--- src/rtl/run_ctrl_pkg.sv ---
// ---------------------------------------------------------------------------
// run_ctrl_pkg
// Shared definitions for the run controller:
//   - run_state_e : controller FSM encoding (IDLE, RUN, DRAIN, DONE)
//   - DEF_ADDR_W / DEF_DATA_W / DEF_CYC_W : default data-memory address width,
//     data-memory word width and cycle-counter width
// ---------------------------------------------------------------------------
package run_ctrl_pkg;

    localparam int DEF_ADDR_W = 8;
    localparam int DEF_DATA_W = 8;
    localparam int DEF_CYC_W  = 16;

    typedef enum logic [1:0] {
        IDLE  = 2'd0,
        RUN   = 2'd1,
        DRAIN = 2'd2,
        DONE  = 2'd3
    } run_state_e;

endpackage : run_ctrl_pkg

--- src/rtl/run_cycle_counter.sv ---
// ---------------------------------------------------------------------------
// run_cycle_counter
// Saturating up-counter with synchronous clear, count enable and a terminal
// compare output.
//   clk_i    : clock, rising edge
//   rst_ni   : asynchronous active-low reset, clears the count
//   clr_i    : synchronous clear (has priority over en_i)
//   en_i     : count enable; the count sticks at all-ones
//   count_o  : current count
//   term_o   : high while count_o equals TERM
// ---------------------------------------------------------------------------
module run_cycle_counter
    import run_ctrl_pkg::*;
#(
    parameter int               CYC_W = DEF_CYC_W,
    parameter logic [CYC_W-1:0] TERM  = '1
) (
    input  logic             clk_i,
    input  logic             rst_ni,
    input  logic             clr_i,
    input  logic             en_i,
    output logic [CYC_W-1:0] count_o,
    output logic             term_o
);

    logic [CYC_W-1:0] count_q;
    logic [CYC_W-1:0] count_d;

    always_comb begin
        count_d = count_q;
        if (clr_i) begin
            count_d = '0;
        end else if (en_i && (count_q != '1)) begin
            count_d = count_q + CYC_W'(1);
        end
    end

    always_ff @(posedge clk_i or negedge rst_ni) begin
        if (!rst_ni) begin
            count_q <= '0;
        end else begin
            count_q <= count_d;
        end
    end

    assign count_o = count_q;
    assign term_o  = (count_q == TERM);

endmodule : run_cycle_counter

--- src/rtl/run_ctrl.sv ---
// ---------------------------------------------------------------------------
// run_ctrl
// Run controller and data-memory arbiter between the test host and the
// single-cycle core. The core is held in reset while the host owns memory
// (IDLE/DONE). On start the core is released and RUN cycles are counted
// until the core signals done or the cycle budget is exhausted; one DRAIN
// cycle follows, then memory ownership returns to the host (DONE).
//
// Ports:
//   clk, reset (async, active-low)
//   start                         run request, honoured in IDLE and DONE
//   host_req/host_we/host_addr/host_wdata -> host_gnt, host_rdata
//   core_we/core_addr/core_wdata/core_done -> core_rst, core_rdata
//   mem_we/mem_addr/mem_wdata  <- mem_rdata  (combinational-read memory)
//   busy (RUN|DRAIN), done (DONE), timeout (sticky), cycle_count
// ---------------------------------------------------------------------------
module run_ctrl
    import run_ctrl_pkg::*;
#(
    parameter int          ADDR_W     = DEF_ADDR_W,
    parameter int          DATA_W     = DEF_DATA_W,
    parameter int          CYC_W      = DEF_CYC_W,
    parameter int unsigned MAX_CYCLES = 32'h0000_FFFF
) (
    input  logic              clk,
    input  logic              reset,
    input  logic              start,
    input  logic              host_req,
    input  logic              host_we,
    input  logic [ADDR_W-1:0] host_addr,
    input  logic [DATA_W-1:0] host_wdata,
    output logic              host_gnt,
    output logic [DATA_W-1:0] host_rdata,
    output logic              core_rst,
    input  logic              core_we,
    input  logic [ADDR_W-1:0] core_addr,
    input  logic [DATA_W-1:0] core_wdata,
    output logic [DATA_W-1:0] core_rdata,
    input  logic              core_done,
    output logic              mem_we,
    output logic [ADDR_W-1:0] mem_addr,
    output logic [DATA_W-1:0] mem_wdata,
    input  logic [DATA_W-1:0] mem_rdata,
    output logic              busy,
    output logic              done,
    output logic              timeout,
    output logic [CYC_W-1:0]  cycle_count
);

    // The budget compare fires in the last allowed RUN cycle, i.e. while the
    // counter still shows MAX_CYCLES-1; the exit cycle itself is then counted.
    localparam logic [CYC_W-1:0] TERM_CNT = CYC_W'(MAX_CYCLES - 1);

    run_state_e state_q;
    run_state_e state_d;
    logic       timeout_q;
    logic       timeout_d;

    logic       start_acc;
    logic       run_exit;
    logic       cnt_term;
    logic       cnt_en;

    assign start_acc = start && ((state_q == IDLE) || (state_q == DONE));
    assign run_exit  = (state_q == RUN) && (core_done || cnt_term);
    assign cnt_en    = (state_q == RUN);

    run_cycle_counter #(
        .CYC_W (CYC_W),
        .TERM  (TERM_CNT)
    ) u_cycle_counter (
        .clk_i   (clk),
        .rst_ni  (reset),
        .clr_i   (start_acc),
        .en_i    (cnt_en),
        .count_o (cycle_count),
        .term_o  (cnt_term)
    );

    // State register
    always_ff @(posedge clk or negedge reset) begin
        if (!reset) begin
            state_q <= IDLE;
        end else begin
            state_q <= state_d;
        end
    end

    // Next-state logic
    always_comb begin
        state_d = state_q;
        case (state_q)
            IDLE:    if (start_acc) state_d = RUN;
            RUN:     if (run_exit)  state_d = DRAIN;
            DRAIN:   state_d = DONE;
            DONE:    if (start_acc) state_d = RUN;
            default: state_d = IDLE;
        endcase
    end

    // Timeout flag: cleared when a run is accepted, set only when the budget
    // ends the run; a core_done in the same cycle takes precedence.
    always_comb begin
        timeout_d = timeout_q;
        if (start_acc) begin
            timeout_d = 1'b0;
        end else if (run_exit && !core_done) begin
            timeout_d = 1'b1;
        end
    end

    always_ff @(posedge clk or negedge reset) begin
        if (!reset) begin
            timeout_q <= 1'b0;
        end else begin
            timeout_q <= timeout_d;
        end
    end

    assign timeout = timeout_q;

    // Output logic: status flags and the memory ownership mux
    always_comb begin
        busy      = 1'b0;
        done      = 1'b0;
        core_rst  = 1'b1;
        host_gnt  = host_req;
        mem_we    = host_req & host_we;
        mem_addr  = host_addr;
        mem_wdata = host_wdata;
        case (state_q)
            RUN: begin
                busy      = 1'b1;
                core_rst  = 1'b0;
                host_gnt  = 1'b0;
                mem_we    = core_we;
                mem_addr  = core_addr;
                mem_wdata = core_wdata;
            end
            DRAIN: begin
                busy      = 1'b1;
                host_gnt  = 1'b0;
                mem_we    = 1'b0;
                mem_addr  = core_addr;
                mem_wdata = core_wdata;
            end
            DONE: begin
                done      = 1'b1;
            end
            default: ;
        endcase
        // While reset is held no one may write memory or be granted it,
        // even if the host keeps its request up.
        if (!reset) begin
            core_rst = 1'b1;
            host_gnt = 1'b0;
            mem_we   = 1'b0;
        end
    end

    // Read data is broadcast; each side qualifies it with its own grant.
    assign host_rdata = mem_rdata;
    assign core_rdata = mem_rdata;

endmodule : run_ctrl

--- config.mk ---
export PLATFORM = sky130hd
export DESIGN_NAME = run_ctrl
export DESIGN_NICKNAME = d
export VERILOG_FILES = /design/src/rtl/run_ctrl_pkg.sv /design/src/rtl/run_cycle_counter.sv /design/src/rtl/run_ctrl.sv
export SDC_FILE = /design/constraint.sdc
export NUM_CORES = 1
export LEC_CHECK = 0
export ABC_AREA = 1
export BUFFER_PORTS_ARGS = -buffer_cell sky130_fd_sc_hd__buf_2
export CAP_MARGIN = 20
export CORE_ASPECT_RATIO = 0.8
export CORE_MARGIN = 3
export CORE_UTILIZATION = 39
export CTS_BUF_LIST = sky130_fd_sc_hd__clkbuf_8
export CTS_CLUSTER_SIZE = 28
export DETAILED_ROUTE_END_ITERATION = 7
export HOLD_SLACK_MARGIN = 0.1
export PLACE_DENSITY = 0.78
export RECOVER_POWER = 25
export SYNTH_ARGS = -nofsm -noshare
export SYNTH_HDL_FRONTEND = slang
export SYNTH_SLANG_ARGS = --single-unit
--- constraint.sdc ---
create_clock -name clk -period 1.7 [get_ports clk]
set_clock_uncertainty 0.05 [all_clocks]
set_input_delay 0.255 -clock clk [delete_from_list [all_inputs] [get_ports clk]]
set_output_delay 0.255 -clock clk [all_outputs]
set_load 0.02 [all_outputs]
Word-level counts from Yosys, hierarchy flattened --
Cells that the tools add are included.
Storage, ports and cells: flip-flop bits (word level) 19, RAM bits 0, latch bits 0, bits in read-only memories 0, logic and storage cells 42, memories 0
Cells by class: multipliers 0, shift-type cells 0, add/sub/neg operators 1, reductions and logical operators 13, equality and inequality tests 7, bitwise gates (word level) 1, mux-type cells 17, $lt $le $gt $ge 0, div/mod/pow operators 0
Operator list (count):
- two-way mux 16 bit | 2
- adder 16 x 1 -> 16 bit, second input constant | 1
- == test 16 bit, second input constant | 1
- two-way mux 8 bit | 2
- inequality test 16 bit, second input constant | 1
- two-way mux 1 bit | 9
- one-hot mux 2 bit (3 select lines) | 1
- == test 2 bit, second input constant | 2
- logical AND 1 bit | 4
- two-way mux 2 bit | 2
- nonzero test 2 bit | 2
- OR reduction 2 bit | 2
- == test 2 x 1 -> 1 bit, second input constant | 1
- zero test 2 bit | 1
- logical OR 1 bit | 2
- inequality test 2 x 1 -> 1 bit, second input constant | 1
- inequality test 2 bit, second input constant | 1
- one-hot mux 1 bit (2 select lines) | 1
- AND reduction 2 bit | 1
- bitwise AND 1 bit | 1
- zero test 1 bit | 1

Longest topological paths before layout --
Gate-level depths: netlist of run 1.
word-level depth 6, gate-level depth with buffers 10

Hierarchy --
Synthesis of run 1 repeated with hierarchy kept, for this count alone.
Unflattened totals: cell total of the unflattened synthesis 250, area, all modules 1617.8 um^2
Modules (own cells, without submodules):
- run_cycle_counter | area an instance 1068.5 um^2, cells each 152, sequential area each 400.4 um^2, instances 1
- run_ctrl | area an instance 549.3 um^2, cells each 98, sequential area each 75.1 um^2, instances 1

Worst setup path before layout of run 1 --
OpenSTA, ideal clock, no wires.
path kind register to output, start point register state_q[0], end point output port mem_we, stages on the path, launching flop included 7, slack -306 ps, required time 1395 ps, arrival 1701 ps, path through dfrtp_1 > ha_1 > buf_2 > inv_1 > clkbuf_1 > nand2_1 > o21ai_0
Between the ends: cells in the longest elaborated chain, start to end 3, elaborated cells on any way between the ends 4, those cells by class eq/ne (2); mux (2)
RTL lines:
- start, declared | line run_ctrl.sv:54 | run_state_e state_q;
- start signal, assigned | line run_ctrl.sv:85 | state_q <= state_d;
- == test 2 bit / == test 2 x 1 -> 1 bit (equally long branches) | line run_ctrl.sv:131 | case (state_q)
- one-hot mux 1 bit (2 select lines) (*) | line run_ctrl.sv:131
- two-way mux 1 bit (*) | line run_ctrl.sv:154 | if (!reset) begin
- end, declared | line run_ctrl.sv:40 | output logic mem_we,
Every way passes the cells marked *; elsewhere a longest branch is shown, timed or not.

Worst setup path in the final report of run 1 --
start point register state_q[1], end point output port mem_wdata[5]
Between the ends: cells in the longest elaborated chain, start to end 3, elaborated cells on any way between the ends 4, those cells by class eq/ne (2); mux (1); reduce/logical (1)
RTL lines:
- == test 2 bit / == test 2 x 1 -> 1 bit (equally long branches) | line run_ctrl.sv:131
- OR reduction 2 bit (no line) (*)
- two-way mux 8 bit (*) | line run_ctrl.sv:131
- end, declared | line run_ctrl.sv:42 | output logic [DATA_W-1:0] mem_wdata,
Marked as above.

==> results of run 1 <==
power by group through the flow:
stage               Combinational, uW  Clock [uW]  Sequential (uW)
finish                           3660         329              570
global route                     3900         352              573
floorplan                        1560           0              621
detailed placement               2320           0              564
CTS                              3160         335              555
global placement                 2280           0              562
stage by stage:
stage          power, uW  instances   util  instance area (sq um)
3_3_place_gp        2840        375  0.531                   2050
2_1_floorplan       2180        246      -                   1590
3_5_place_dp        2880        375  0.531                   2050
6_report            4560        391  0.638                   2460
4_1_cts             4050        384  0.598                   2300
5_1_grt             4830        391  0.638                   2460
sequential cells by signal, indices dropped and copies added (netlist names):
register and count:
u_cycle_counter.count_o 16, state_q 2, timeout 1
cell families (layout without fill, tap and decap cells):
group                      Yosys count  count (layout)
and+or+nand+nor                    170             171
buffers and inverters               39             128
DFF                                 19              19
AOI/OAI and AO/OA                    8               8
xor gates and xnor gates             6               6
adders and majority gates            4               4
critical path, stage by stage, from the launching register on:
cell and delay [ns]:
dfrtp_1 0.39, inv_2 0.06, ha_4 0.31, inv_6 0.06, buf_12 0.14, nand2_1 0.06
nand2_1 0.06, buf_6 0.13
final timing paths:
check | to | cells after the start | startpoint | slack (ns)
worst max-delay path | mem_wdata[5] | 7 | state_q[1] | -0.07
worst max register to register | u_cycle_counter.count_o[10] | 9 | u_cycle_counter.count_o[9] | 0.04
worst min register to register | timeout | 2 | timeout | 0.46
min in group asynchronous | u_cycle_counter.count_o[13] | 3 | reset | 0.49
max in group asynchronous | u_cycle_counter.count_o[1] | 3 | reset | 0.87
worst min-delay path | state_q[0] | 3 | start | 0.21
area by class of cell:
type | count | area share
clock buffer | 3 | 0.0168
clock inverter | 1 | 0.00204
inverter | 16 | 0.0265
sequential | 19 | 0.194
timing repair buffer | 108 | 0.314
multi-input combinational | 189 | 0.419
tap | 55 | 0.0280
cells in the final DEF, fill, tap and decap left out, drive strengths merged:
cell type,n
nand2,118
buf,107
nor2,25
dfrtp,19
inv,16
nand3,13
nand4,12
xor2,5
o21ai,5
ha,4
clkbuf,3
o21bai,2
nand3b,2
and3,1
a21oi,1
xnor2,1
clkinv,1
dlygate4sd3,1
layer usage:
layer | up-vias | track usage | part of all wire
li1 | 941 | - | -
met1 | 912 | 0.276 | 0.45
met2 | 63 | 0.322 | 0.48
met3 | 11 | 0.0375 | 0.059
met4 | 0 | 0.0600 | 0.011
met5 | - | 0 | 0
repair_timing:
action                                  in CTS  in global routing
gates resized for setup                     48                 32
hold buffers                                 1                  0
gates cloned                                 1                  1
endpoints found under the hold margin       19                  0
pin swaps                                    6                  6
setup buffers                                3                  6
endpoints found under the setup margin      20                 35
==> results.sh, run 1 <==
export IMPL_powerDensity_nw_per_um2=1850
export IMPL_p_int_uw=2320
export IMPL_routed_wl_microns=5210
export IMPL_syn_area_sq_um=1580
export IMPL_synthTopCellsByCount="116 x nand2_1, 20 x nor2_1, 19 x dfrtp_1"
export IMPL_crit_path_start_kind="flip-flop"
export IMPL_fillCellCount=341
export IMPL_antenna_left=0
export IMPL_maxCapViolations=0
export IMPL_clock_latency_ns=0.27
export IMPL_h_tree_depth=1
export IMPL_finalHoldViolCount=0
export IMPL_dr_total_vias=1927
export IMPL_slew_headroom=0.760
export IMPL_crit_arrival_ns=1.47
export IMPL_yosys_area_share_simple=0.468
export IMPL_required_ns=1.39
export IMPL_status="finished with violations"
export IMPL_synth_seq_area_share=0.301
export IMPL_antenna_found_initial=0
export IMPL_drt_pass1_iterations=4
export IMPL_io_buffers=76
export IMPL_synth_xor_area_share=0.0333
export IMPL_critPathKind="flip-flop to output port"
export IMPL_grt_usage=0.201
export IMPL_grt_pass1_wl_microns=8010
export IMPL_viasPerCell=4.93
export IMPL_numCtsBuffers=3
export IMPL_p_sw_frac=0.491
export IMPL_yosys_area_share_adder=0.0317
export IMPL_synth_compound_area_frac=0.0285
export IMPL_clockPowerShare=0.072
export IMPL_synth_top_area_frac=0.301
export IMPL_synthMuxAreaShare=0
export IMPL_clk_path_buf_depth=2
export IMPL_netlist_instances=246
export IMPL_synth_top_family_by_area="simple AND/OR/NAND/NOR gates"
export IMPL_ir_drop_mv=1.88
export IMPL_async_flop_share=1.00
export IMPL_clk_pin_slew_ns=0.07
export IMPL_cts_sinks=19
export IMPL_grt_max_degree=20
export IMPL_yosys_warnings=0
export IMPL_wire_per_inst_microns=13.3
export IMPL_p_comb_frac=0.803
export IMPL_rsz0062_at_grt="true"
export IMPL_synth_most_common_cell="nand2_1"
export IMPL_synth_seq_cells=19
export IMPL_power_switching_uw=2240
export IMPL_setup_ws_ns=-0.0749
export IMPL_initial_core_util=0.409
export IMPL_p_leak_uw=0.00134
export IMPL_core_sq_um=3850
export IMPL_root_buffer="clkbuf_8"
export IMPL_crit_path_max_fanout=9
export IMPL_avgSynthCellArea_sq_um=6.41
export IMPL_num_antenna_cells=0
export IMPL_holdWs_ns=0.205
export IMPL_worstMarginPinSlew_ns=0.358
export IMPL_multi_input_area_sq_um=1030
export IMPL_overflow=0
export IMPL_area_growth_pct=55.8
export IMPL_critPathCaptureType="output port"
export IMPL_synth_edf_count=0
export IMPL_violations="setup timing"
export IMPL_grt_pass1_vias=1743
export IMPL_fmax_ghz=0.563
export IMPL_layout_min_cycle_time_ns=1.77
export IMPL_gp_congestion=0.844
export IMPL_slew_viol_final=0
export IMPL_io_pins=101
export IMPL_hp_class="input pin to flip-flop"
export IMPL_num_rows=20
export IMPL_yosysTopAreaCell="dfrtp_1"
export IMPL_finalCritPeriodShare=1.04
export IMPL_chipHeight_microns=62.9
export IMPL_setup_viol=17
export IMPL_hpwl_microns=3460
export IMPL_synth_area_top_cells="dfrtp_1 30%, nand2_1 28%, buf_4 7.6%, nand4_1 4.8%, nor2_1 4.8%"
export IMPL_cts_tree="built"
export IMPL_setup_tns_ns=-0.979
export IMPL_register_area_sq_um=477
export IMPL_die_area_sq_um=4850
export IMPL_drive_gt1_frac=0.467
export IMPL_p_seq_frac=0.125
export IMPL_ys_flop_type="dfrtp_1"
export IMPL_synth_distinct_cells=25
export IMPL_nets=388
export IMPL_syn_nets=297
export IMPL_die_w_microns=77.1
export IMPL_dp_slack_ns=-0.00273
export IMPL_drc=0
export IMPL_dr_first_iter_drc_count=95
(Power assumes the default switching activity.)
==> run 2, diff against run 1 <==
PLACE_DENSITY = 0.75   (was 0.78)
SKIP_CTS_REPAIR_TIMING = 1   (was default)
TNS_END_PERCENT = 5   (was default)
clock period = 2.2 ns   (was 1.7 ns; I/O delays follow)
==> results.sh, run 2 (synthesis gave the netlist of run 1 again) <==
export IMPL_gp_congestion=0.831
export IMPL_setup_ws_ns=0.165
export IMPL_crit_slowest_cell="dfrtp_1"
export IMPL_ff2ff_setup_slack_ns=0.36
export IMPL_status="complete, no violations"
export IMPL_num_antenna_cells=0
export IMPL_mostFrequentLayoutCell="nand2_1"
export IMPL_dr_first_iter_drc_count=73
export IMPL_p_seq_frac=0.189
export IMPL_required_ns=1.82
export IMPL_drive_gt1_frac=0.297
export IMPL_grt_pass1_wl_microns=7160
export IMPL_path_depth=7
export IMPL_hp_class="input pin to flip-flop"
export IMPL_die_area_sq_um=4850
export IMPL_timing_rr_end="u_cycle_counter.count_o[12]"
export IMPL_rsz0062_at_grt="false"
export IMPL_clk_pin_slew_ns=0.07
export IMPL_routed_wl_microns=4110
export IMPL_cts_tree="built"
export IMPL_setup_viol=0
export IMPL_critPathKind="flip-flop to output port"
export IMPL_critPathCaptureType="output port"
export IMPL_setup_tns_ns=0
export IMPL_hpwl_microns=3240
export IMPL_slew_viol_final=0
export IMPL_critPathMaxStageDelay_ns=0.39
export IMPL_grt_max_degree=20
export IMPL_p_leak_uw=0.00114
export IMPL_powerDensity_nw_per_um2=1220
export IMPL_fmax_ghz=0.491
export IMPL_drc=0
export IMPL_core_sq_um=3850
export IMPL_initial_core_util=0.409
export IMPL_io_buffers=76
export IMPL_grt_usage=0.175
export IMPL_drt_pass1_iterations=4
export IMPL_crit_start="state_q[1]"
export IMPL_endpoint="mem_we"
export IMPL_finalCritPeriodShare=0.925
export IMPL_clockPowerShare=0.101
export IMPL_p_comb_frac=0.710
export IMPL_h_tree_depth=1
export IMPL_viasPerCell=4.67
export IMPL_antenna_found_initial=0
export IMPL_area_growth_pct=24.8
export IMPL_nets=362
export IMPL_p_int_uw=1070
export IMPL_layout_min_cycle_time_ns=2.03
export IMPL_clk_path_buf_depth=2
export IMPL_power_switching_uw=1320
export IMPL_chipHeight_microns=62.9
export IMPL_maxCapViolations=0
export IMPL_finalHoldViolCount=0
export IMPL_largest_reg_flops=16
export IMPL_dr_total_vias=1706
export IMPL_crit_path_max_fanout=18
export IMPL_io_pins=101
export IMPL_cts_sinks=19
export IMPL_crit_path_start_kind="flip-flop"
export IMPL_dp_slack_ns=0.369
export IMPL_worstReg2RegStart="u_cycle_counter.count_o[1]"
export IMPL_p_sw_frac=0.552
export IMPL_numCtsBuffers=3
export IMPL_cp_top_family="buffers and inverters"
export IMPL_layout_common_cells="116 x nand2_1, 75 x buf_2, 20 x nor2_1"
export IMPL_crit_arrival_ns=1.65
export IMPL_die_w_microns=77.1
export IMPL_worstMarginPinSlew_ns=1.02
export IMPL_root_buffer="clkbuf_8"
export IMPL_critical_path_cell_chain="inv_1 > ha_1 > buf_6 > and3_1 > nand2_1 > o21ai_0 > buf_2"
export IMPL_slew_headroom=0.318
export IMPL_min_path_cells=3
export IMPL_crit_buf_inv=3
export IMPL_overflow=0
export IMPL_grt_pass1_vias=1594
export IMPL_r2r_cells=10
export IMPL_ir_drop_mv=1.21
export IMPL_num_rows=20
export IMPL_wire_per_inst_microns=11.3
export IMPL_antenna_left=0
export IMPL_clock_latency_ns=0.26
-- run 2: cell types whose count changed in the layout (fill, tap and decap cells not counted), sizes merged --
cell,before,now
inv,16,17
nor2,25,24
buf,107,80
clkinv,1,0
clkbuf,3,5
-- run 2: worst min-delay path by stage --
stage	from	end	slack (ns)
after detailed placement	reset	u_cycle_counter.count_o[2]	0.31
after floorplan	reset	state_q[0]	-0.02
after global routing	start	state_q[0]	0.32
after CTS	reset	u_cycle_counter.count_o[2]	0.03
final	start	state_q[0]	0.30
after global placement	reset	u_cycle_counter.count_o[2]	0.31
-- run 2: per-stage QoR --
stage          utilization  power (uW)  hold slack (ns)  instance area (sq um)  instances
6_report             0.511        2400            0.300                   1970        365
5_1_grt              0.511        2610            0.320                   1970        365
4_1_cts              0.509        2400           0.0285                   1960        364
3_5_place_dp         0.497        2150            0.309                   1920        360
3_3_place_gp         0.497        2120            0.308                   1920        360
2_1_floorplan            -        1670          -0.0156                   1580        246
-- run 2: per-layer routing --
metal / track usage / wire length, microns / share of wire
met1: 0.221 / 1920 / 0.47
met2: 0.304 / 1930 / 0.47
met3: 0.0476 / 239 / 0.058
met4: 0.0289 / 21 / 0.0051
met5: 0 / 0 / 0
-- run 2: power by group through the flow --
stage	Combinational [uW]	Clock (uW)	Sequential (uW)
global route	1880	273	463
detailed placement	1690	0	460
finish	1700	241	453
CTS	1700	249	453
global placement	1670	0	455
floorplan	1190	0	477
-- run 2: cell type report --
cell class	count	area, sq um
clock inverter	1	3.75
fill	414	1880
sequential	19	475
tap	55	68.8
inverter	16	60.1
timing repair buffer	83	434
clock buffer	3	41.3
multi-input combinational	188	886
-- run 2: worst reg2reg max path, stage by stage (launching register included) --
cell and delay, ns:
dfrtp_1 0.41, ha_1 0.27, nand3_2 0.15, inv_2 0.11, nand2_2 0.06, nor2_2 0.15, nor2_4 0.04, buf_4 0.18
nor2_8 0.21, nand2_1 0.09, nand2_1 0.07
==> run 3, diff against run 2 <==
CORE_UTILIZATION = 47   (was 39)
PLACE_DENSITY = 0.88   (was 0.75)
==> results.sh, run 3 (synthesis gave the netlist of run 1 again) <==
export IMPL_ir_drop_mv=1.03
export IMPL_antenna_left=0
export IMPL_p_leak_uw=0.00114
export IMPL_drc=0
export IMPL_crit_path_start_kind="flip-flop"
export IMPL_layout_min_cycle_time_ns=2.07
export IMPL_fmax_ghz=0.482
export IMPL_r2r_cells=9
export IMPL_min_path_cells=3
export IMPL_drive_gt1_frac=0.301
export IMPL_core_sq_um=3150
export IMPL_routed_wl_microns=4150
export IMPL_worstReg2RegStart="u_cycle_counter.count_o[0]"
export IMPL_cts_sinks=19
export IMPL_status="complete, no violations"
export IMPL_gp_congestion=0.900
export IMPL_grt_pass1_wl_microns=6600
export IMPL_num_rows=18
export IMPL_wire_per_inst_microns=11.8
export IMPL_h_tree_depth=1
export IMPL_antenna_found_initial=0
export IMPL_clk_pin_slew_ns=0.06
export IMPL_rsz0062_at_grt="false"
export IMPL_critPathKind="flip-flop to output port"
export IMPL_die_w_microns=70.8
export IMPL_hp_start="start"
export IMPL_drt_pass1_iterations=4
export IMPL_finalHoldViolCount=0
export IMPL_slew_viol_final=0
export IMPL_dp_slack_ns=0.297
export IMPL_chipHeight_microns=57.8
export IMPL_hpwl_microns=3190
export IMPL_setup_ws_ns=0.126
export IMPL_clockPowerShare=0.095
export IMPL_clock_latency_ns=0.26
export IMPL_powerDensity_nw_per_um2=1260
export IMPL_die_area_sq_um=4090
export IMPL_maxCapViolations=0
export IMPL_root_buffer="clkbuf_8"
export IMPL_crit_arrival_ns=1.69
export IMPL_clk_path_buf_depth=2
export IMPL_min_to="state_q[0]"
export IMPL_io_buffers=76
export IMPL_power_switching_uw=1340
export IMPL_numCtsBuffers=3
export IMPL_worstMarginPinSlew_ns=1.05
export IMPL_p_comb_frac=0.723
export IMPL_dr_total_vias=1671
export IMPL_io_pins=101
export IMPL_grt_usage=0.198
export IMPL_slew_headroom=0.302
export IMPL_grt_pass1_vias=1498
export IMPL_grt_max_degree=20
export IMPL_finalCritPeriodShare=0.943
export IMPL_fin_util=0.625
export IMPL_dr_first_iter_drc_count=124
export IMPL_setup_viol=0
export IMPL_initial_core_util=0.500
export IMPL_cts_tree="built"
export IMPL_ff2ff_setup_slack_ns=0.36
export IMPL_hp_class="input pin to flip-flop"
export IMPL_timing_rr_end="u_cycle_counter.count_o[14]"
export IMPL_largest_reg_flops=16
export IMPL_mostFrequentLayoutCell="nand2_1"
export IMPL_crit_path_max_fanout=18
export IMPL_nets=364
export IMPL_p_seq_frac=0.182
export IMPL_layout_common_cells="116 x nand2_1, 75 x buf_2, 20 x nor2_1"
export IMPL_critPathCaptureType="output port"
export IMPL_p_sw_frac=0.540
export IMPL_viasPerCell=4.75
export IMPL_area_growth_pct=24.8
export IMPL_required_ns=1.82
export IMPL_p_int_uw=1140
export IMPL_num_antenna_cells=0
export IMPL_setup_tns_ns=0
export IMPL_overflow=0
## run 3: changes by cell type in the layout (fill, tap and decap cells not counted)
cell,change
buf_4,+2
clkinvlp_4,+1
inv_2,-1
## run 3: worst max-delay path by stage
stage / from / slack [ns] / endpoint
after floorplan: state_q[0] / 0.12 / mem_we
after global placement: state_q[0] / 0.36 / mem_wdata[2]
after detailed placement: state_q[0] / 0.30 / mem_addr[7]
after CTS: state_q[0] / 0.02 / mem_addr[7]
after global routing: state_q[1] / 0.009 / mem_addr[7]
final: state_q[1] / 0.13 / mem_we
## run 3: metrics by stage
stage          power [uW]  cell area [sq um]  hold slack (ns)  std cells
2_1_floorplan        1670               1580          -0.0156        246
3_3_place_gp         2090               1880            0.322        343
3_5_place_dp         2120               1880            0.328        343
4_1_cts              2360               1930           0.0478        347
5_1_grt              2700               1970            0.356        352
6_report             2480               1970            0.315        352
## run 3: cell type report
type | count | area (sq um)
Clock buffer | 3 | 41.3
Clock inverter | 1 | 3.75
Fill cell | 279 | 1180
Inverter | 16 | 63.8
Multi-Input combinational cell | 188 | 886
Sequential cell | 19 | 475
Tap cell | 40 | 50.0
Timing Repair Buffer | 85 | 449
## run 3: layer usage
layer | routed length, microns | track usage | part of all wire
met5 | 0 | 0 | 0
met4 | 50 | 0.0697 | 0.012
met3 | 228 | 0.0451 | 0.055
met2 | 2070 | 0.330 | 0.50
met1 | 1810 | 0.254 | 0.44
## run 3: worst max-delay path: stages, from the launching register on
cell	delay, ns
dfrtp_1	0.37
inv_1	0.05
ha_1	0.35
buf_6	0.19
and3_1	0.18
nand2_1	0.05
o21ai_0	0.07
buf_2	0.19
## run 3: power groups by stage
stage | registers (uW) | logic, uW | clock network (uW)
after floorplan | 477 | 1190 | 0
after global placement | 452 | 1630 | 0
after detailed placement | 457 | 1660 | 0
after CTS | 450 | 1670 | 244
after global routing | 455 | 1990 | 260
final | 449 | 1790 | 236
